--- src/rtl/rtc_disp_pkg.sv ---
// Shared types and codes for the RTC display formatter: view states, digit codes,
// edit field encodings and the BCD-to-digit sanitising helper.
package rtc_disp_pkg;

   typedef enum logic [1:0] {
      BLANK     = 2'd0,
      SHOW_TIME = 2'd1,
      SHOW_DATE = 2'd2
   } disp_state_t;

   typedef struct packed {
      logic [7:0] year;
      logic [7:0] mon;
      logic [7:0] day;
      logic [7:0] hour;
      logic [7:0] min;
      logic [7:0] sec;
   } rtc_rec_t;

   localparam logic [3:0] SEP_CODE   = 4'hA;
   localparam logic [3:0] BLANK_CODE = 4'hF;

   localparam logic [2:0] SEL_SEC  = 3'd0;
   localparam logic [2:0] SEL_MIN  = 3'd1;
   localparam logic [2:0] SEL_HOUR = 3'd2;
   localparam logic [2:0] SEL_DAY  = 3'd3;
   localparam logic [2:0] SEL_MON  = 3'd4;
   localparam logic [2:0] SEL_YEAR = 3'd5;

   // Out-of-range BCD nibbles must never reach the digit decoder as raw hex.
   function automatic logic [7:0] bcd_show(input logic [7:0] b);
      bcd_show[7:4] = (b[7:4] > 4'd9) ? BLANK_CODE : b[7:4];
      bcd_show[3:0] = (b[3:0] > 4'd9) ? BLANK_CODE : b[3:0];
   endfunction

endpackage

--- src/rtl/rtc_blink_tick.sv ---
// Free-running prescalers: blink_on square wave at BLINK_HZ and a one-cycle
// tick_1hz strobe every CLK_HZ cycles.
module rtc_blink_tick #(
   parameter int CLK_HZ   = 50_000_000,
   parameter int BLINK_HZ = 2
) (
   input  logic clk,
   input  logic rstn,
   output logic blink_on,
   output logic tick_1hz
);

   localparam int HALF = (CLK_HZ / (2 * BLINK_HZ) > 0) ? CLK_HZ / (2 * BLINK_HZ) : 1;
   localparam int BW   = (HALF > 1) ? $clog2(HALF) : 1;
   localparam int SW   = (CLK_HZ > 1) ? $clog2(CLK_HZ) : 1;
   localparam logic [BW-1:0] HALF_LAST = BW'(HALF - 1);
   localparam logic [SW-1:0] SEC_LAST  = SW'(CLK_HZ - 1);

   logic [BW-1:0] blink_cnt;
   logic [SW-1:0] sec_cnt;

   always_ff @(posedge clk or negedge rstn) begin
      if (!rstn) begin
         blink_cnt <= '0;
         blink_on  <= 1'b1;
         sec_cnt   <= '0;
      end else begin
         if (blink_cnt == HALF_LAST) begin
            blink_cnt <= '0;
            blink_on  <= ~blink_on;
         end else begin
            blink_cnt <= blink_cnt + 1'b1;
         end
         if (sec_cnt == SEC_LAST) sec_cnt <= '0;
         else                     sec_cnt <= sec_cnt + 1'b1;
      end
   end

   assign tick_1hz = (sec_cnt == SEC_LAST);

endmodule

--- src/rtl/rtc_disp_fmt.sv ---
// RTC display formatter: latches BCD time/date and drives eight digit codes for the
// scan stage. Define RTC_DISP_AUTOROT_EN to enable timed auto-rotate to the date view.
module rtc_disp_fmt
   import rtc_disp_pkg::*;
#(
   parameter int CLK_HZ      = 50_000_000,
   parameter int BLINK_HZ    = 2,
   parameter int DATE_HOLD_S = 3
) (
   input  logic        clk,
   input  logic        rstn,
   input  logic        time_vld,
   input  logic [7:0]  sec,
   input  logic [7:0]  min,
   input  logic [7:0]  hour,
   input  logic [7:0]  day,
   input  logic [7:0]  mon,
   input  logic [7:0]  year,
   input  logic        key_mode,
   input  logic        edit_en,
   input  logic [2:0]  edit_sel,
   output logic [31:0] disp_data,
   output logic        disp_upd
);

   rtc_rec_t        rtc_q, rtc_n;
   disp_state_t     state_q, state_nxt, view;
   logic            blink_on, tick_1hz, edit_act;
   logic [7:0][3:0] digs;
   logic [7:0]      blank_mask;
   logic [31:0]     disp_nxt;

   rtc_blink_tick #(.CLK_HZ(CLK_HZ), .BLINK_HZ(BLINK_HZ)) u_blink (
      .clk      (clk),
      .rstn     (rstn),
      .blink_on (blink_on),
      .tick_1hz (tick_1hz)
   );

   assign edit_act = edit_en && (edit_sel <= SEL_YEAR);

`ifdef RTC_DISP_AUTOROT_EN
   localparam int HOLD_W = (DATE_HOLD_S > 0) ? $clog2(DATE_HOLD_S + 1) : 1;
   localparam logic [HOLD_W-1:0] HOLD_INIT = HOLD_W'(DATE_HOLD_S);

   logic [HOLD_W-1:0] hold_q, hold_nxt;
   logic              sec_to_30;

   assign sec_to_30 = time_vld && !edit_en && (sec == 8'h30) && (rtc_q.sec != 8'h30);
`else
   logic unused_tick;
   assign unused_tick = tick_1hz ^ (DATE_HOLD_S != 0);
`endif

   always_comb begin
      rtc_n = rtc_q;
      if (time_vld) begin
         rtc_n.year = year;
         rtc_n.mon  = mon;
         rtc_n.day  = day;
         rtc_n.hour = hour;
         rtc_n.min  = min;
         rtc_n.sec  = sec;
      end
   end

   // state_q is the user's chosen view; edit forcing is a display overlay only,
   // so the chosen view comes back untouched when editing ends.
   always_comb begin
      state_nxt = state_q;
`ifdef RTC_DISP_AUTOROT_EN
      hold_nxt = hold_q;
      if (tick_1hz && (hold_q != '0)) begin
         hold_nxt = hold_q - 1'b1;
         if (hold_q == HOLD_W'(1)) state_nxt = SHOW_TIME;
      end
`endif
      case (state_q)
         BLANK: if (time_vld) state_nxt = SHOW_TIME;
         SHOW_TIME: begin
            if (key_mode && !edit_act) state_nxt = SHOW_DATE;
`ifdef RTC_DISP_AUTOROT_EN
            else if (sec_to_30) begin
               state_nxt = SHOW_DATE;
               hold_nxt  = HOLD_INIT;
            end
`endif
         end
         SHOW_DATE: begin
            if (key_mode && !edit_act) begin
               state_nxt = SHOW_TIME;
`ifdef RTC_DISP_AUTOROT_EN
               hold_nxt  = '0;
`endif
            end
         end
         default: state_nxt = BLANK;
      endcase
   end

   always_comb begin
      view = state_nxt;
      if (edit_act && (state_nxt != BLANK)) begin
         if (edit_sel <= SEL_HOUR) view = SHOW_TIME;
         else                      view = SHOW_DATE;
      end

      case (view)
         SHOW_TIME: digs = {bcd_show(rtc_n.hour), SEP_CODE, bcd_show(rtc_n.min),
                            SEP_CODE, bcd_show(rtc_n.sec)};
         SHOW_DATE: digs = {4'h2, 4'h0, bcd_show(rtc_n.year), bcd_show(rtc_n.mon),
                            bcd_show(rtc_n.day)};
         default:   digs = '1;
      endcase

      blank_mask = '0;
      if (edit_act && !blink_on && (view != BLANK)) begin
         case (edit_sel)
            SEL_SEC, SEL_DAY: blank_mask = 8'b0000_0011;
            SEL_MIN:          blank_mask = 8'b0001_1000;
            SEL_HOUR:         blank_mask = 8'b1100_0000;
            SEL_MON:          blank_mask = 8'b0000_1100;
            SEL_YEAR:         blank_mask = 8'b0011_0000;
            default:          blank_mask = '0;
         endcase
      end

      disp_nxt = '0;
      for (int i = 0; i < 8; i++)
         disp_nxt[i*4 +: 4] = blank_mask[i] ? BLANK_CODE : digs[i];
   end

   always_ff @(posedge clk or negedge rstn) begin
      if (!rstn) begin
         state_q   <= BLANK;
         rtc_q     <= '0;
         disp_data <= 32'hFFFF_FFFF;
         disp_upd  <= 1'b0;
      end else begin
         state_q   <= state_nxt;
         rtc_q     <= rtc_n;
         disp_data <= disp_nxt;
         disp_upd  <= (disp_nxt != disp_data);
      end
   end

`ifdef RTC_DISP_AUTOROT_EN
   always_ff @(posedge clk or negedge rstn) begin
      if (!rstn) hold_q <= '0;
      else       hold_q <= hold_nxt;
   end
`endif

endmodule

--- config.mk ---
export PLATFORM = sky130hd
export DESIGN_NAME = rtc_disp_fmt
export DESIGN_NICKNAME = d
export VERILOG_FILES = /design/src/rtl/rtc_disp_pkg.sv /design/src/rtl/rtc_blink_tick.sv /design/src/rtl/rtc_disp_fmt.sv
export SDC_FILE = /design/constraint.sdc
export NUM_CORES = 1
export LEC_CHECK = 0
export ABC_AREA = 1
export CAP_MARGIN = 0
export CORE_MARGIN = 1
export CORE_UTILIZATION = 51
export CTS_BUF_LIST = sky130_fd_sc_hd__clkbuf_2 sky130_fd_sc_hd__clkbuf_4 sky130_fd_sc_hd__clkbuf_8
export DETAILED_ROUTE_END_ITERATION = 7
export GPL_ROUTABILITY_DRIVEN = 0
export PLACE_DENSITY = 0.77
export SYNTH_ARGS = -nofsm -noshare
export SYNTH_HDL_FRONTEND = slang
export SYNTH_SLANG_ARGS = --single-unit
--- constraint.sdc ---
create_clock -name clk -period 2.8 [get_ports clk]
set_input_delay 0.84 -clock clk [delete_from_list [all_inputs] [get_ports clk]]
set_output_delay 0.84 -clock clk [all_outputs]
set_load 0.01 [all_outputs]
==> impl_results.md, run 1 <==
* Status: finished, violations left
* Failing checks: negative setup slack
* Port bufs at 88
* Reg area at 0.00274 mm^2
* Startpoint types: input port
* Post-layout min period at 3.02 ns
* RSZ-0062 raised after global routing: true
* Syn Area/Cell at 7.49 um^2
* Worst skew pair latency at 0.37 ns
* Root buffer cell: clkbuf_8
* Routed WL per cell at 14.4 um
* Die Y-Extent at 108 um
* Top-area cell type share of the netlist area at 32.7%
* Critical R2R Launch: state_q[1]
* DR vias at 5457
* Antenna violations before repair at 0
* CP Capture Type: flip-flop
* Synth area leader: dfrtp_1
* DRT Wirelength at 15400 um
* Netlist Area Pre-Place at 0.00574 mm^2
* Ratio of final minimum period to clock period at 108%
* Top post-synthesis cells by count: nand2_1, inv_1, dfrtp_1
* EDFF count, synth at 0
* Most frequent CP cell: nand2_1
* Largest net degree at the start of global routing at 62
* Final setup viols at 2
* Multi-input logic area at 0.00258 mm^2
* Leak Pwr at 0.00391 uW
* # diodes at 0
* Max_cap viols at 0
* Clk_skew at 0.00451 ns
* Post-synthesis cell type count at 39
* Flops & latches, synth at 108
* Share of post-route cells with drive strength above 1 at 21.2%
* # IOs at 89
* Nets at 986
* FFs w/ async S/R, synth at 100%
* # DRC at 0
* Post-Place Cells at 1042
* Worst EP arrival at 3.29 ns
* Post-DP HPWL at 11100 um
* Die W at 108 um
* Fin. max-slew vios at 0
* Dominant synthesized flop cell: dfrtp_1
* CTS Sinks at 108
* Worst-Margin Slew at 0.679 ns
* Seq/Total Area, Yosys at 47.8%
* Number of global-route vias before repair at 5483
* Final Hold Fails at 0
* H-tree depth at 3
* Initial Utilization at 52.8%
* Crit path max fanout at 4
* CTS tree: done
* Critical Path RT at 3.07 ns
* 1st-pass router iterations at 5
* Row Count at 38
* Worst hold path class: input port to asynchronous set/reset pin
* Syn Inst Count at 767
* Top post-synthesis cells by area: dfrtp_1, nand2_1, dfstp_2
* Vias per inst at 5.09
* Peak supply drop at 427 uV
* Total grt overflow at 0
* Ys Warns at 0
* PwrDens at 977 mW/mm^2
* Slew HR at 54.7%
* Setup ws final at -0.223 ns
* CP max stage cell: ha_4
* Fill cell count at 829
* Achievable Freq at 331 MHz
* Fin Setup TNS at -0.290 ns
* Top-count cell post-synth: nand2_1
* Syn Nets at 826
* Area of the core at 0.0109 mm^2
* DIE AREA at 0.0117 mm^2
* CTS Buf Count at 9
* GRT Util Overall at 27.9%
* Final Non-Filler Cells at 1072
* Initial DRC Count at 346
* Clock transition at the registers of the reported paths at 0.09 ns
* CP max stage delay at 0.27 ns
* First-pass GRT wire length at 25200 um
* Routed Antenna Nets at 0
* Area Growth Syn to Fin at 34.5%
* Clock buffer depth at 2
* Critical path startpoint: edit_sel[2]
* Total power at 7550 uW
* CP Class: input port to flip-flop
==> cell type report <==
class                      instances  share of cell area [%]
clock buffer                      13                    2.07
clock inverter                     3                   0.599
inverter                         116                    5.73
multi-input combinational        522                    33.5
sequential                       108                    35.5
tap                              140                    2.27
timing repair buffer             170                    20.4
==> logic make-up after synthesis <==
family | synth area share [%]
simple gates | 32.0
buf+inv | 9.98
flops | 47.8
compound gates | 7.34
xor+xnor | 2.29
fa+ha+maj | 0.654
==> power by group <==
group	internal (uW)	switching [uW]
combinational	2170	2130
clock	471	518
sequential	2040	229
total	4670	2870
==> worst max-delay path, delay by kind of cell <==
family / cells / cell delay (ns)
fa+ha+maj: 1 / 0.27
buf+inv: 7 / 0.56
simple gates: 17 / 1.35
compound gates: 2 / 0.23
==> flip-flops by register name (all words and copies together) (netlist names) <==
name and cells:
rtc_q 48, state_q 2, u_blink.blink_cnt 24, disp_data 32
disp_upd 1, u_blink.blink_on 1
==> worst paths after layout <==
kind | depth (start not counted) | endpoint | slack (ns)
setup / recovery | 27 | disp_upd | -0.22
hold / removal | 1 | rtc_q[26] | 0.40
setup reg to reg | 21 | disp_upd | -0.03
hold reg to reg | 2 | rtc_q[16] | 0.48
max in group asynchronous | 2 | u_blink.blink_on | 1.64
min in group clk | 2 | rtc_q[16] | 0.48
==> layout by cell type (no fill, tap or decap), types with 4 or more instances in the layout <==
master           Yosys  layout
dfrtp_1             75      75
o21ai_0             29      26
inv_2                1       8
nand4_1              8       8
nand2_2              6       9
xor2_1              10      10
nor2_1              67      60
nor3_1              12      12
buf_4                0      74
nand2_4              1       4
nor2_2               5       7
buf_6                6       4
clkbuf_8             0      10
o21ai_1             11      12
nand3_2              5       6
or2_2                5       5
buf_12               0       4
xnor2_1              5       5
dfstp_2             33      33
nand3_1             39      37
a21oi_1             22      21
nand2_1            266     259
inv_1              111     102
clkdlybuf4s50_1      0      82
nor4_1               6       6
nor2_4               0       5
==> per-layer routing <==
layer	vias up	wire [um]	GRT usage [%]
met5	-	0	0
met4	0	468	11.1
met3	43	805	4.16
met2	182	7570	48.4
met1	2538	6580	34.9
li1	2694	-	-
==> what timing repair did <==
item / CTS / global route
hold buffers: 0 / 0
gates resized for setup: 45 / 21
buffers inserted: 12 / 2
gates cloned: 1 / 0
pin swaps: 24 / 18
endpoints found under the setup margin: 33 / 3
==> through the flow <==
step	setup WS [ns]	hold WS (ns)	utilization, %	instance area [um^2]
final	-0.223	0.405	71.0	7730
after global routing	-0.478	0.440	71.0	7730
after CTS	-0.0952	0.410	70.3	7650
after detailed placement	-1.25	0.459	66.6	7250
after global placement	-1.09	0.458	66.6	7250
after floorplan	-0.468	0.433	-	5810
Note: power is estimated with default switching activity, not from simulation.
==> run 2, diff against run 1 <==
Settings changed: CORE_ASPECT_RATIO from default to 0.75.
==> run 2 against run 1 <==
The flow still finishes with violations (negative setup slack). Design area down 1.1%. Sequential cell count unchanged. Clock power down 6.8%. Total power down 4.0%.
==> impl_results.md, run 2 (same netlist as run 1, synthesis figures left out) <==
* Most frequent cells in the layout: nand2_1, inv_1, clkdlybuf4s50_1 (unchanged)
* Failing checks: negative setup slack (unchanged)
* Worst skew pair latency at 0.39 ns (was 0.37 ns)
* Post-Place Cells at 1050 (was 1042)
* RSZ-0062 raised after global routing: true (unchanged)
* Regs by FF count: rtc_q x48, disp_data x32, u_blink.blink_cnt x24 (unchanged)
* Pint at 4370 uW (was 4670 uW)
* DR WL met2 at 6890 um (was 7570 um)
* Most flop-heavy register: rtc_q (unchanged)
* Worst hold path class: input port to asynchronous set/reset pin (unchanged)
* CP Capture Type: flip-flop (unchanged)
* Worst EP arrival at 3.30 ns (was 3.29 ns)
* Met3 WL at 1310 um (was 805 um)
* Most frequent CP cell: nand2_1 (unchanged)
* Number of global-route vias before repair at 5354 (was 5483)
* Vias per inst at 5.14 (was 5.09)
* NetSw at 2870 uW (about the same)
* Fin util at 69.8% (was 71.0%)
* Logic pwr share at 56.0% (was 56.9%)
* Worst path depth at 20 (was 27)
* Row Count at 33 (was 38)
* CP Class: input port to flip-flop (unchanged)
* Status: finished, violations left (unchanged)
* R2r setup slk at -0.06 ns (was -0.03 ns)
* Slew HR at 53.4% (was 54.7%)
* Critical Path RT at 3.08 ns (was 3.07 ns)
* Clock transition at the registers of the reported paths at 0.10 ns (was 0.09 ns)
* Routed WL per cell at 14.2 um (was 14.4 um)
* H-tree depth at 3 (unchanged)
* Sw frac at 39.6% (was 38.1%)
* CP Capture Point: disp_upd (unchanged)
* Post-DP HPWL at 11300 um (was 11100 um)
* Largest register FFs at 48 (unchanged)
* Clock buffer depth at 2 (unchanged)
* First-pass GRT wire length at 25200 um (about the same)
* # hold bufs at CTS at 0 (unchanged)
* Cell chain of the critical path: buf_8 > nand2_8 > nand2_8 > nand4_1 > nand2_2 > buf_4 > buf_4 > o21ai_4 > inv_2 > ha_4 > nor2_4 > clkinvlp_4 > o21ai_0 > nand2_1 > inv_1 > nand2_1 > xnor2_1 > nand3_1 > nor2_1 > nand2_1
* Die W at 125 um (was 108 um)
* Post-layout min period at 3.02 ns (about the same)
* Largest net degree at the start of global routing at 62 (unchanged)
* Max_cap viols at 0 (unchanged)
* PwrDens at 948 mW/mm^2 (was 977 mW/mm^2)
* Initial Utilization at 52.5% (was 52.8%)
* Final Non-Filler Cells at 1073 (was 1072)
* Critical path's top delay family: simple AND/OR/NAND/NOR gates (unchanged)
* CTS Sinks at 108 (unchanged)
* Routed Antenna Nets at 0 (unchanged)
* Reg2reg end: disp_upd (unchanged)
* Fin Setup TNS at -0.217 ns (was -0.290 ns)
* # DRC at 0 (unchanged)
* Commonest non-fill, non-tap cell in the layout: nand2_1 (unchanged)
* Fill cell count at 837 (was 829)
* Peak supply drop at 684 uV (was 427 uV)
* Startpoint types: input port (unchanged)
* 1st-pass router iterations at 5 (unchanged)
* Crit path max fanout at 6 (was 4)
* CTS Buf Count at 9 (unchanged)
* Initial DRC Count at 384 (was 346)
* R2R depth at 21 (unchanged)
* GRT Util Overall at 27.5% (was 27.9%)
* Total grt overflow at 0 (unchanged)
* Share of post-route cells with drive strength above 1 at 20.7% (was 21.2%)
* Worst Path Buf+Inv at 6 (was 7)
* Area of the core at 0.0109 mm^2 (about the same)
* Ratio of final minimum period to clock period at 108% (about the same)
* Port bufs at 88 (unchanged)
* Worst-Margin Slew at 0.696 ns (was 0.679 ns)
* Nets at 987 (was 986)
* # IOs at 89 (unchanged)
* Area Growth Syn to Fin at 33.0% (was 34.5%)
* CP max stage delay at 0.28 ns (was 0.27 ns)
* Root buffer cell: clkbuf_8 (unchanged)
* Die Y-Extent at 93.9 um (was 108 um)
* Antenna violations before repair at 0 (unchanged)
* # diodes at 0 (unchanged)
* DR vias at 5511 (was 5457)
* Pre-CTS setup slack at -1.30 ns (was -1.25 ns)
* Final Hold Fails at 0 (unchanged)
* Clk_skew at 0.00891 ns (was 0.00451 ns)
* Critical path startpoint: edit_sel[2] (unchanged)
* Final setup viols at 1 (was 2)
* Critical R2R Launch: state_q[1] (unchanged)
* Sequential share of power at 31.2% (was 30.0%)
* DIE AREA at 0.0117 mm^2 (about the same)
* M1 WL at 6730 um (was 6580 um)
* Leak Pwr at 0.00389 uW (was 0.00391 uW)
* DRT Wirelength at 15300 um (was 15400 um)
* Setup ws final at -0.217 ns (was -0.223 ns)
* DR top layer: met5 (was met4)
* Fin. max-slew vios at 0 (unchanged)
* CP max stage cell: ha_4 (unchanged)
* Clock power share at 12.7% (was 13.1%)
* Achievable Freq at 331 MHz (about the same)
* CTS tree: done (unchanged)
==> run 2: layer usage <==
metal	GRT usage (%)	vias up
met1	36.7	2557
met2	43.6	236
met4	9.64	2
met3	6.49	25
li1	-	2691
met5	2.71	-
==> run 2: how the worst min path moves through the flow <==
stage	start	to	slack, ns
after floorplan	rtc_q[36]	rtc_q[36]	0.43
after global placement	rtc_q[36]	rtc_q[36]	0.46
after detailed placement	rtc_q[36]	rtc_q[36]	0.46
after CTS	rstn	rtc_q[8]	0.44
after global routing	rstn	rtc_q[8]	0.46
final	rstn	rtc_q[8]	0.43
==> run 2: power groups by stage <==
stage	Sequential, uW	Clock (uW)	Combinational (uW)
2_1_floorplan	2330	0	1850
3_3_place_gp	2260	0	3640
3_5_place_dp	2290	0	3730
4_1_cts	2260	938	3960
5_1_grt	2290	1000	4470
6_report	2260	922	4060
==> run 2: what timing repair did <==
action / CTS / global route
setup endpoints to repair: 33 / 1
endpoints found under the hold margin: 0 / 0
gates resized for setup: 42 / 10
pin swaps: 20 / 11
buffers inserted: 5 / 1
gates cloned: 1 / 0
==> run 2: cell type report <==
cell class,instances,area [um^2],area share [%]
inverter,116,444,5.81
timing repair inverter,1,7.51,0.0982
tap,140,175,2.29
multi-input combinational,522,2570,33.6
sequential,108,2740,35.9
clock inverter,6,48.8,0.639
timing repair buffer,170,1510,19.8
clock buffer,10,138,1.80
==> run 2: worst reg2reg max path, stage by stage, from the launching register on <==
cell and delay (ns):
dfrtp_1 0.42, inv_1 0.10, nand4_1 0.14, nand2_2 0.10, inv_2 0.04, nand2_4 0.06, nand2_4 0.05, inv_4 0.07
nand3_4 0.08, o21ai_4 0.07, inv_2 0.06, ha_4 0.28, nor2_4 0.20, clkinvlp_4 0.20, o21ai_0 0.11, nand2_1 0.07
inv_1 0.13, nand2_1 0.10, xnor2_1 0.14, nand3_1 0.14, nor2_1 0.13, nand2_1 0.06
==> run 2: stage by stage <==
stage	total power (uW)	cell area (um^2)	hold slack (ns)
global placement	5900	7300	0.459
global route	7770	7640	0.455
finish	7240	7640	0.431
CTS	7160	7610	0.441
floorplan	4180	5810	0.433
detailed placement	6010	7300	0.463
==> run 3, diff against run 2 <==
Settings changed: ABC_AREA 1 to default, SLEW_MARGIN from default to 20.
==> run 3 against run 2 <==
The run ends with design-rule violations, negative setup slack left. Register-to-register slack got worse by 0.26 ns. Maximum frequency fell by 9.2%. Global-route usage up 2.0 points. Design area increased by 4.6%. Non-clock buffer count up 30. Sequential cell count unchanged. Combinational power down 9.6%. Wire length up 13%. First-iteration DRC count increased by 33%. Clock skew increased by 0.0066 ns. Sequential power increased by 3%. Die area increased by 1.2%.
==> impl_results.md, run 3 <==
* Largest register FFs at 48 (unchanged)
* Dominant synthesized flop cell: dfrtp_1 (unchanged)
* Largest net degree at the start of global routing at 46 (was 62)
* H-tree depth at 3 (unchanged)
* Critical Path RT at 3.06 ns (was 3.08 ns)
* Max_cap viols at 0 (unchanged)
* Total grt overflow at 0 (unchanged)
* # DRC at 7 (was 0)
* GRT Util Overall at 29.4% (was 27.5%)
* CTS tree: done (unchanged)
* Syn Inst Count at 572 (was 767)
* Leak Pwr at 0.00348 uW (was 0.00389 uW)
* Status: finished, violations left (unchanged)
* Share of post-route cells with drive strength above 1 at 31.9% (was 20.7%)
* Crit path max fanout at 5 (was 6)
* Synth area leader: dfrtp_1 (unchanged)
* Routed WL per cell at 18.9 um (was 14.2 um)
* Worst-Margin Slew at 0.785 ns (was 0.696 ns)
* # IOs at 89 (unchanged)
* DRT Wirelength at 17200 um (was 15300 um)
* Vias per inst at 6.00 (was 5.14)
* Final Non-Filler Cells at 908 (was 1073)
* Syn Nets at 631 (was 826)
* Regs by FF count: rtc_q x48, disp_data x32, u_blink.blink_cnt x24 (unchanged)
* Worst hold path class: input port to asynchronous set/reset pin (unchanged)
* Top post-synthesis cells by area: dfrtp_1, dfstp_2, mux2_2 (was dfrtp_1, nand2_1, dfstp_2)
* Post-synthesis cell type count at 67 (was 39)
* Most frequent cells in the layout: buf_4, clkdlybuf4s50_1, dfrtp_1 (was nand2_1, inv_1, clkdlybuf4s50_1)
* # diodes at 0 (unchanged)
* Post-Place Cells at 884 (was 1050)
* Netlist Area Pre-Place at 0.00582 mm^2 (was 0.00574 mm^2)
* Clock transition at the registers of the reported paths at 0.11 ns (was 0.10 ns)
* Failing checks: design-rule violations, negative setup slack (was negative setup slack)
* PwrDens at 872 mW/mm^2 (was 948 mW/mm^2)
* Worst EP arrival at 3.58 ns (was 3.30 ns)
* Top-area cell type share of the netlist area at 32.3% (was 32.7%)
* Die W at 125 um (about the same)
* Syn Area/Cell at 10.2 um^2 (was 7.49 um^2)
* Commonest non-fill, non-tap cell in the layout: buf_4 (was nand2_1)
* FFs w/ async S/R, synth at 100% (unchanged)
* Seq/Total Area, Yosys at 47.2% (was 47.8%)
* Post-DP HPWL at 12800 um (was 11300 um)
* Top post-synthesis cells by count: dfrtp_1, nand2_1, mux2_2 (was nand2_1, inv_1, dfrtp_1)
* Peak supply drop at 634 uV (was 684 uV)
* Post-Layout Inst Area at 0.00799 mm^2 (was 0.00764 mm^2)
* Routed Antenna Nets at 0 (unchanged)
* DIE AREA at 0.0118 mm^2 (was 0.0117 mm^2)
* R2R depth at 13 (was 21)
* Post-layout min period at 3.32 ns (was 3.02 ns)
* Nets at 822 (was 987)
* Die Y-Extent at 94.5 um (was 93.9 um)
* Flops & latches, synth at 108 (unchanged)
* Area of the core at 0.0110 mm^2 (was 0.0109 mm^2)
* Fin util at 72.5% (was 69.8%)
* CTS Buf Count at 9 (unchanged)
* Achievable Freq at 301 MHz (was 331 MHz)
* DR vias at 5446 (was 5511)
* CP Class: input port to flip-flop (unchanged)
* Root buffer cell: clkbuf_8 (unchanged)
* Worst skew pair latency at 0.38 ns (was 0.39 ns)
* Setup ws final at -0.523 ns (was -0.217 ns)
* Slew HR at 47.2% (was 53.4%)
* # hold bufs at CTS at 0 (unchanged)
* Most flop-heavy register: rtc_q (unchanged)
* Number of global-route vias before repair at 5400 (was 5354)
* Row Count at 33 (unchanged)
* Final Hold Fails at 0 (unchanged)
* CP Capture Type: flip-flop (unchanged)
* Ratio of final minimum period to clock period at 119% (was 108%)
* First-pass GRT wire length at 27100 um (was 25200 um)
* Ys Warns at 0 (unchanged)
* Clk_skew at 0.0155 ns (was 0.00891 ns)
* Initial Utilization at 52.8% (was 52.5%)
* EDFF count, synth at 0 (unchanged)
* Fin Setup TNS at -0.523 ns (was -0.217 ns)
* Area Growth Syn to Fin at 37.4% (was 33.0%)
* Top-count cell post-synth: dfrtp_1 (was nand2_1)
* CTS Sinks at 108 (unchanged)
* Antenna violations before repair at 0 (unchanged)
* RSZ-0062 raised after global routing: true (unchanged)
* Placed cell area at 0.00763 mm^2 (was 0.00730 mm^2)
* Final setup viols at 1 (unchanged)
* Startpoint types: input port (unchanged)
* Clock buffer depth at 2 (unchanged)
* Fin. max-slew vios at 0 (unchanged)
* Port bufs at 88 (unchanged)
* 1st-pass router iterations at 7 (was 5)
* Initial DRC Count at 511 (was 384)
run 3: changes by cell type in the layout (fill, tap and decap cells not counted), moves of 10 or more:
cell / delta
nand2_1: -214
inv_1: -77
nor2_1: -40
mux2_2: +38
buf_4: +27
nand3_1: -15
and2_1: +11
a211o_1: +10
run 3: worst max-delay path: stages:
cell             delay [ns]
clkdlybuf4s50_1        0.50
a21oi_4                0.25
a22o_1                 0.21
ha_4                   0.22
inv_6                  0.04
buf_6                  0.12
nand2_4                0.06
o2111ai_1              0.10
or4b_1                 0.46
or4b_1                 0.47
nor4_1                 0.18
nand4_1                0.11
run 3: area by class of cell:
type | count | area, um^2
sequential | 108 | 2740
timing repair buffer | 200 | 1770
inverter | 33 | 131
multi-input combinational | 411 | 2970
clock buffer | 9 | 124
tap | 140 | 175
clock inverter | 7 | 76.3
fill | 807 | 3030
run 3: metal layers:
layer / up-vias / wire (um) / GRT usage, % / share of wire [%]
met5: - / 0 / 0 / 0
li1: 2484 / - / - / -
met1: 2674 / 7450 / 39.1 / 43
met2: 254 / 8040 / 48.2 / 47
met3: 34 / 1410 / 7.08 / 8.2
met4: 0 / 297 / 8.64 / 1.7
run 3: power by group:
part | total, uW | switching (uW) | internal, uW
registers | 2320 | 297 | 2020
logic | 3670 | 1790 | 1880
clock network | 983 | 565 | 419
run 3: per-stage QoR:
step	hold WS [ns]	total power (uW)	setup slack (ns)
3_3_place_gp	0.465	5610	-1.29
5_1_grt	0.464	7300	-0.594
2_1_floorplan	0.447	3930	-0.761
6_report	0.432	6970	-0.523
3_5_place_dp	0.480	5690	-1.36
4_1_cts	0.447	6810	-0.579
run 3: path summary, 6_finish.rpt:
| check | start | slack [ns] | end |
|---|---|---|---|
| min | rstn | 0.43 | rtc_q[9] |
| min in group clk | u_blink.blink_cnt[0] | 0.49 | u_blink.blink_cnt[0] |
| max reg2reg | state_q[0] | -0.32 | disp_upd |
| max | edit_sel[0] | -0.52 | disp_upd |
| max in group asynchronous | rstn | 1.66 | disp_data[9] |
| min reg2reg | u_blink.blink_cnt[0] | 0.49 | u_blink.blink_cnt[0] |
run 3: repair_timing:
item                       in CTS  in global routing
setup endpoints to repair      19                  4
resized for setup              28                 13
pin swaps                      17                 16
hold endpoints to repair        0                  0
buffers inserted                5                  3
run 3: logic make-up (layout without fill, tap and decap cells):
kind of cell / Yosys count / in the layout / synth area share (%)
multiplexers: 52 / 52 / 10.2
XOR/XNOR: 29 / 29 / 4.37
flip-flops: 108 / 108 / 47.2
AO/OA/AOI/OAI: 128 / 128 / 15.5
buffers and inverters: 53 / 249 / 4.15
adder cells (fa/ha/maj): 3 / 3 / 0.646
AND/OR/NAND/NOR: 199 / 199 / 18.0
